<file path="src/rtl/pkt_decoder.sv">
// UART command-packet decoder: header, LSB-first payload, XOR checksum; drives registered pattern/period/control fields.
// done_tick_o and the updated fields appear one cycle after the checksum strobe; err_tick_o flags drop/checksum/timeout.
module pkt_decoder #(
  parameter int DATA_BIT    = 32,
  parameter int CH_NUM      = 4,
  parameter int TIMEOUT_CYC = 100000,
  localparam int CHW = (CH_NUM > 1) ? $clog2(CH_NUM) : 1
) (
  input  logic                clk_i,
  input  logic                rst_ni,
  input  logic [7:0]          data_i,
  input  logic                rx_done_tick_i,
  output logic [DATA_BIT-1:0] output_pattern_o,
  output logic [DATA_BIT-1:0] freq_pattern_o,
  output logic [7:0]          slow_period_o,
  output logic [7:0]          fast_period_o,
  output logic                start_o,
  output logic                stop_o,
  output logic                mode_o,
  output logic [3:0]          sel_out_o,
  output logic [CHW-1:0]      ch_o,
  output logic [3:0]          cmd_o,
  output logic                done_tick_o,
  output logic                err_tick_o,
  output logic [1:0]          err_code_o
);

  localparam int NB   = DATA_BIT / 8;
  localparam int BUFW = 8 * (NB + 2);
  localparam int CW   = $clog2(NB + 3);
  localparam int IW   = (TIMEOUT_CYC > 2) ? $clog2(TIMEOUT_CYC) : 1;

  localparam logic [CW-1:0] LEN_FREQ  = CW'(NB + 2);
  localparam logic [CW-1:0] LEN_DATA  = CW'(NB + 1);
  localparam logic [IW-1:0] IDLE_LAST = IW'(TIMEOUT_CYC - 1);
  localparam logic [3:0]    OP_FREQ   = 4'hA;
  localparam logic [3:0]    OP_DATA   = 4'hB;

  localparam logic [1:0] ERR_HDR  = 2'b01;
  localparam logic [1:0] ERR_CSUM = 2'b10;
  localparam logic [1:0] ERR_TO   = 2'b11;

  typedef enum logic [1:0] {
    IDLE    = 2'd0,
    PAYLOAD = 2'd1,
    CHECK   = 2'd2,
    DONE    = 2'd3
  } state_t;

  state_t state_q, state_d;

  // Packet-in-flight context
  logic [CHW-1:0]      hch_q, hch_d;
  logic [3:0]          hop_q, hop_d;
  logic [BUFW-1:0]     buf_q, buf_d;
  logic [CW-1:0]       cnt_q, cnt_d;
  logic [7:0]          csum_q, csum_d;
  logic [IW-1:0]       idle_q, idle_d;

  // Registered output fields
  logic [DATA_BIT-1:0] pat_q, pat_d;
  logic [DATA_BIT-1:0] fpat_q, fpat_d;
  logic [7:0]          slow_q, slow_d;
  logic [7:0]          fast_q, fast_d;
  logic                start_q, start_d;
  logic                stop_q, stop_d;
  logic                mode_q, mode_d;
  logic [3:0]          sel_q, sel_d;
  logic [CHW-1:0]      ch_q, ch_d;
  logic [3:0]          cmd_q, cmd_d;
  logic                done_q, done_d;
  logic                err_q, err_d;
  logic [1:0]          errc_q, errc_d;

  logic                hdr_ok;
  logic                timeout;
  logic [CW-1:0]       cnt_inc;
  logic [CW-1:0]       pay_len;

  assign hdr_ok  = ((data_i[3:0] == OP_FREQ) || (data_i[3:0] == OP_DATA)) &&
                   (int'(data_i[7:4]) < CH_NUM);
  assign timeout = (idle_q == IDLE_LAST);
  assign cnt_inc = cnt_q + CW'(1);
  assign pay_len = (hop_q == OP_FREQ) ? LEN_FREQ : LEN_DATA;

  always_ff @(posedge clk_i or negedge rst_ni) begin
    if (!rst_ni) begin
      state_q <= IDLE;
      hch_q   <= '0;
      hop_q   <= '0;
      buf_q   <= '0;
      cnt_q   <= '0;
      csum_q  <= '0;
      idle_q  <= '0;
      pat_q   <= '0;
      fpat_q  <= '0;
      slow_q  <= '0;
      fast_q  <= '0;
      start_q <= 1'b0;
      stop_q  <= 1'b0;
      mode_q  <= 1'b0;
      sel_q   <= '0;
      ch_q    <= '0;
      cmd_q   <= '0;
      done_q  <= 1'b0;
      err_q   <= 1'b0;
      errc_q  <= '0;
    end else begin
      state_q <= state_d;
      hch_q   <= hch_d;
      hop_q   <= hop_d;
      buf_q   <= buf_d;
      cnt_q   <= cnt_d;
      csum_q  <= csum_d;
      idle_q  <= idle_d;
      pat_q   <= pat_d;
      fpat_q  <= fpat_d;
      slow_q  <= slow_d;
      fast_q  <= fast_d;
      start_q <= start_d;
      stop_q  <= stop_d;
      mode_q  <= mode_d;
      sel_q   <= sel_d;
      ch_q    <= ch_d;
      cmd_q   <= cmd_d;
      done_q  <= done_d;
      err_q   <= err_d;
      errc_q  <= errc_d;
    end
  end

  always_comb begin
    state_d = state_q;
    hch_d   = hch_q;
    hop_d   = hop_q;
    buf_d   = buf_q;
    cnt_d   = cnt_q;
    csum_d  = csum_q;
    idle_d  = '0;
    pat_d   = pat_q;
    fpat_d  = fpat_q;
    slow_d  = slow_q;
    fast_d  = fast_q;
    start_d = start_q;
    stop_d  = stop_q;
    mode_d  = mode_q;
    sel_d   = sel_q;
    ch_d    = ch_q;
    cmd_d   = cmd_q;
    done_d  = 1'b0;
    err_d   = 1'b0;
    errc_d  = errc_q;

    // Inter-byte watchdog only runs while a packet is open
    if ((state_q == PAYLOAD) || (state_q == CHECK)) begin
      idle_d = rx_done_tick_i ? '0 : idle_q + IW'(1);
    end

    unique case (state_q)
      IDLE: begin
        if (rx_done_tick_i) begin
          if (hdr_ok) begin
            hch_d   = data_i[CHW-1+4:4];
            hop_d   = data_i[3:0];
            csum_d  = data_i;
            cnt_d   = '0;
            state_d = PAYLOAD;
          end else begin
            err_d  = 1'b1;
            errc_d = ERR_HDR;
          end
        end
      end

      PAYLOAD: begin
        if (rx_done_tick_i) begin
          // Shift right so the first (LSB) byte lands at bit 0 after a FREQ payload
          buf_d  = {data_i, buf_q[BUFW-1:8]};
          csum_d = csum_q ^ data_i;
          cnt_d  = cnt_inc;
          if (cnt_inc == pay_len) begin
            state_d = CHECK;
          end
        end else if (timeout) begin
          err_d   = 1'b1;
          errc_d  = ERR_TO;
          state_d = IDLE;
        end
      end

      CHECK: begin
        if (rx_done_tick_i) begin
          if (data_i == csum_q) begin
            done_d  = 1'b1;
            ch_d    = hch_q;
            cmd_d   = hop_q;
            state_d = DONE;
            if (hop_q == OP_FREQ) begin
              fpat_d = buf_q[DATA_BIT-1:0];
              slow_d = buf_q[DATA_BIT +: 8];
              fast_d = buf_q[DATA_BIT+8 +: 8];
            end else begin
              // DATA payload is one byte shorter, so it sits one byte higher in the buffer
              pat_d   = buf_q[8 +: DATA_BIT];
              start_d = buf_q[BUFW-8];
              stop_d  = buf_q[BUFW-7];
              mode_d  = buf_q[BUFW-6];
              sel_d   = buf_q[BUFW-4 +: 4];
            end
          end else begin
            err_d   = 1'b1;
            errc_d  = ERR_CSUM;
            state_d = IDLE;
          end
        end else if (timeout) begin
          err_d   = 1'b1;
          errc_d  = ERR_TO;
          state_d = IDLE;
        end
      end

      DONE: begin
        state_d = IDLE;
      end

      default: begin
        state_d = IDLE;
      end
    endcase
  end

  assign output_pattern_o = pat_q;
  assign freq_pattern_o   = fpat_q;
  assign slow_period_o    = slow_q;
  assign fast_period_o    = fast_q;
  assign start_o          = start_q;
  assign stop_o           = stop_q;
  assign mode_o           = mode_q;
  assign sel_out_o        = sel_q;
  assign ch_o             = ch_q;
  assign cmd_o            = cmd_q;
  assign done_tick_o      = done_q;
  assign err_tick_o       = err_q;
  assign err_code_o       = errc_q;

endmodule

</file>
<file path="config.mk">
export PLATFORM = sky130hd
export DESIGN_NAME = pkt_decoder
export DESIGN_NICKNAME = d
export VERILOG_FILES = /design/src/rtl/pkt_decoder.sv
export SDC_FILE = /design/constraint.sdc
export NUM_CORES = 1
export LEC_CHECK = 0
export CAP_MARGIN = 15
export CORE_UTILIZATION = 46
export CTS_BUF_LIST = sky130_fd_sc_hd__clkbuf_8
export DETAILED_ROUTE_END_ITERATION = 6
export PLACE_DENSITY = 0.78
export RECOVER_POWER = 50
export SYNTH_ARGS = -nofsm -noshare
export SYNTH_HDL_FRONTEND = slang
export SYNTH_SLANG_ARGS = --single-unit
</file>
<file path="constraint.sdc">
create_clock -name clk_i -period 4 [get_ports clk_i]
set_input_delay 1 -clock clk_i [delete_from_list [all_inputs] [get_ports clk_i]]
set_output_delay 1 -clock clk_i [all_outputs]
set_load 0.02 [all_outputs]
</file>
==> results.yml <==
run_status:
  outcome: "finished with violations"
  violations: "max-capacitance violations, max-slew violations"
sta:
  tns_ps: 0
  rsz0062_at_grt: "false"
  skew_ps: 13.8
  relSlewSlack_pct: -41.6
  timing.hold.ws_ps: 489
  drv_slew: 86
  setup_viol: 0
  setup_ws_ps: 928
  period_needed_ps: 3070
  hold_violations: 0
  finalCritPeriodShare_pct: 76.8
  max_freq_mhz: 326
  tightest_slew_ps: 2120
logic_synthesis:
  yosysSeqAreaShare_pct: 61.1
  synth_common_cells: "dfrtp_1, mux2_2, mux2_1, nor2_1, a21oi_1"
  yosysMostFrequentCell: "dfrtp_1"
  async_reset_ff_share_pct: 100
  synth_edf_count: 0
  synthCells: 526
  synth_nets: 543
  synth-seq-cells: 181
  ys_top_cells_by_area: "dfrtp_1, mux2_2, mux2_1, xor2_1, a21oi_1"
  synth_top_cell_by_area: "dfrtp_1"
  synth_top_area_share_pct: 61.1
  syn_area_per_cell_sq_um: 14.1
  synth_ff_type: "dfrtp_1"
  yosys_warnings: 0
  synth_cell_type_count: 45
  syn-cell-area_sq_mm: 0.00742
global_routing:
  groute.usage.overall_pct: 19.6
  grt_overflow_total: 0
  grt_pass1_wl_um: 24700
  grt_pass1_vias: 4734
  antenna_found_initial: 0
  grt_max_degree: 87
pwr:
  ir_drop_mv: 0.247
  p_int_w: 0.00333
  power_w: 0.00484
  power.density_mw_per_mm2: 532
  pwr-share-clk_pct: 25.6
  pwr-share-seq_pct: 52.5
  switching_share_pct: 31.2
  p_comb_share_pct: 21.9
  p_switching_w: 0.00151
  leakagePower_nw: 4.26
detailed_routing:
  drtIter0Drc: 237
  wl_per_cell_um: 17.3
  dr_total_vias: 4541
  remaining_drc_errors: 0
  routed_wl_um: 14900
  ant_nets: 0
  dr.pass1.iters: 4
  drt-vias-per-instance: 5.26
placed_design:
  gp_congestion: 0.908
  place_ws_ps: 428
  port_buffers: 107
  place.detailed.hpwl_um: 10100
  post_dp_cell_area_sq_mm: 0.00871
final_layout:
  drive_gt1_share_pct: 24.5
  design_area_sq_mm: 0.00909
  ff_latch_area_sq_mm: 0.00453
  antenna_cells: 0
  nFillCells: 1265
  fin_nets: 654
  areaGrowthSynthToFinish_pct: 22.6
  multi_input_area_sq_mm: 0.00269
floorplanning:
  ios: 108
  rows: 46
  die_w_um: 129
  dieArea_sq_mm: 0.0166
  start_util_pct: 46.9
  dieHeight_um: 129
  core_sq_mm: 0.0158
worst_hold_path:
  hold_depth: 1
  min_path_type: "reg2reg"
clock_network:
  cts_resized: 0
  cts_tree: "built"
  cts_buffers: 17
  path_clk_slew_ps: 80
  cts_setup_buffers: 0
  cts.sinks: 181
  insertion_delay_ps: 460
  htree_num_levels: 4
  cts_max_path_buffers: 2
  hold_buffers: 0
  cts-root-buf: "clkbuf_8"
worst_setup_path:
  cpPeakStageDelay_ps: 670
  path_class: "in2reg"
  cp_data_required_time_ps: 4340
  crit_arrival_ps: 3420
  end_kind: "flop"
  ff2ff_path_depth: 5
  critPathMaxFanout: 48
  critical_path.slowest_cell: "clkdlybuf4s50_1"
  cpLargestDelayFamily: "buffers and inverters"
  cp_cell_sequence: "clkdlybuf4s50_1 > xor2_1 > nor4_4 > nand4_4 > nor2_4 > buf_12 > mux2_2"
  path_buf_inv: 2
  worstSetupPathDepth: 7
  worst_setup_path_start_kind: "input pin"
flow_run:
  cap_violations: 1
[layout by cell type, fill, tap and decap left out, types with 4 or more instances in the layout]
master | synthesis | final
nand3_1 | 16 | 16
a31oi_1 | 5 | 5
mux2_1 | 30 | 30
ha_1 | 6 | 6
a21oi_1 | 20 | 20
o21ai_0 | 13 | 13
xor2_1 | 15 | 15
nor2_1 | 23 | 23
xnor2_1 | 5 | 5
nand2_1 | 15 | 15
clkbuf_8 | 0 | 20
nand4_1 | 5 | 5
inv_1 | 14 | 15
clkdlybuf4s50_1 | 0 | 90
mux2_2 | 114 | 114
dlygate4sd3_1 | 0 | 16
clkinv_4 | 0 | 4
dfrtp_1 | 181 | 181
[state kept, by name (all words and copies together), names as in the netlist, 8 cells and up]
name and count:
freq_pattern_o 32, csum_q 8, fast_period_o 8, idle_q 17
output_pattern_o 32, buf_q 48, slow_period_o 8
[cell type report]
class	instances	share of cell area, %
clock buffers	20	3.03
clock inverters	10	1.36
inverters	14	0.578
multi-input cells	309	29.6
flip-flops and latches	181	49.8
well taps	216	2.97
repair buffers	114	12.7
[power groups by stage]
stage               sequential [W]  clock, W  combinational (W)
global route               0.00260   0.00134            0.00119
global placement           0.00256         0            0.00102
finish                     0.00254   0.00124            0.00106
detailed placement         0.00258         0            0.00107
floorplan                  0.00246         0           0.000797
CTS                        0.00255   0.00127            0.00107
[metal layers]
metal / global-route usage (%) / share of wire (%) / vias to the layer above
li1: - / - / 2085
met1: 25.1 / 44 / 2310
met2: 32.7 / 50 / 120
met3: 4.03 / 3.5 / 26
met4: 8.03 / 2.1 / 0
met5: 0 / 0 / -
[path summary, 6_finish.rpt]
kind	from	to	slack, ps
setup / recovery	data_i[5]	slow_period_o[4]$_DFFE_PN0P_	930
hold / removal	freq_pattern_o[25]$_DFFE_PN0P_	freq_pattern_o[25]$_DFFE_PN0P_	490
setup reg to reg	state_q[1]$_DFFE_PN0P_	buf_q[24]$_DFFE_PN0P_	1300
hold reg to reg	freq_pattern_o[25]$_DFFE_PN0P_	freq_pattern_o[25]$_DFFE_PN0P_	490
max in group asynchronous	rst_ni	hch_q[1]$_DFFE_PN0P_	1210
min in group asynchronous	rst_ni	output_pattern_o[21]$_DFFE_PN0P_	1150
[metrics by stage]
stage          utilization, %  std cells
2_1_floorplan               -        526
3_3_place_gp             55.0        834
3_5_place_dp             55.0        834
4_1_cts                  57.5        864
5_1_grt                  57.5        864
6_report                 57.5        864
[logic make-up after synthesis]
kind of cell | Yosys count | share of synthesized area, %
AOI/OAI and AO/OA | 50 | 3.95
xor gates and xnor gates | 20 | 2.36
adders and majority gates | 6 | 1.01
buffers and inverters | 36 | 2.68
DFF | 181 | 61.1
muxes | 146 | 22.1
and+or+nand+nor | 87 | 6.81
(Power assumes the default switching activity.)
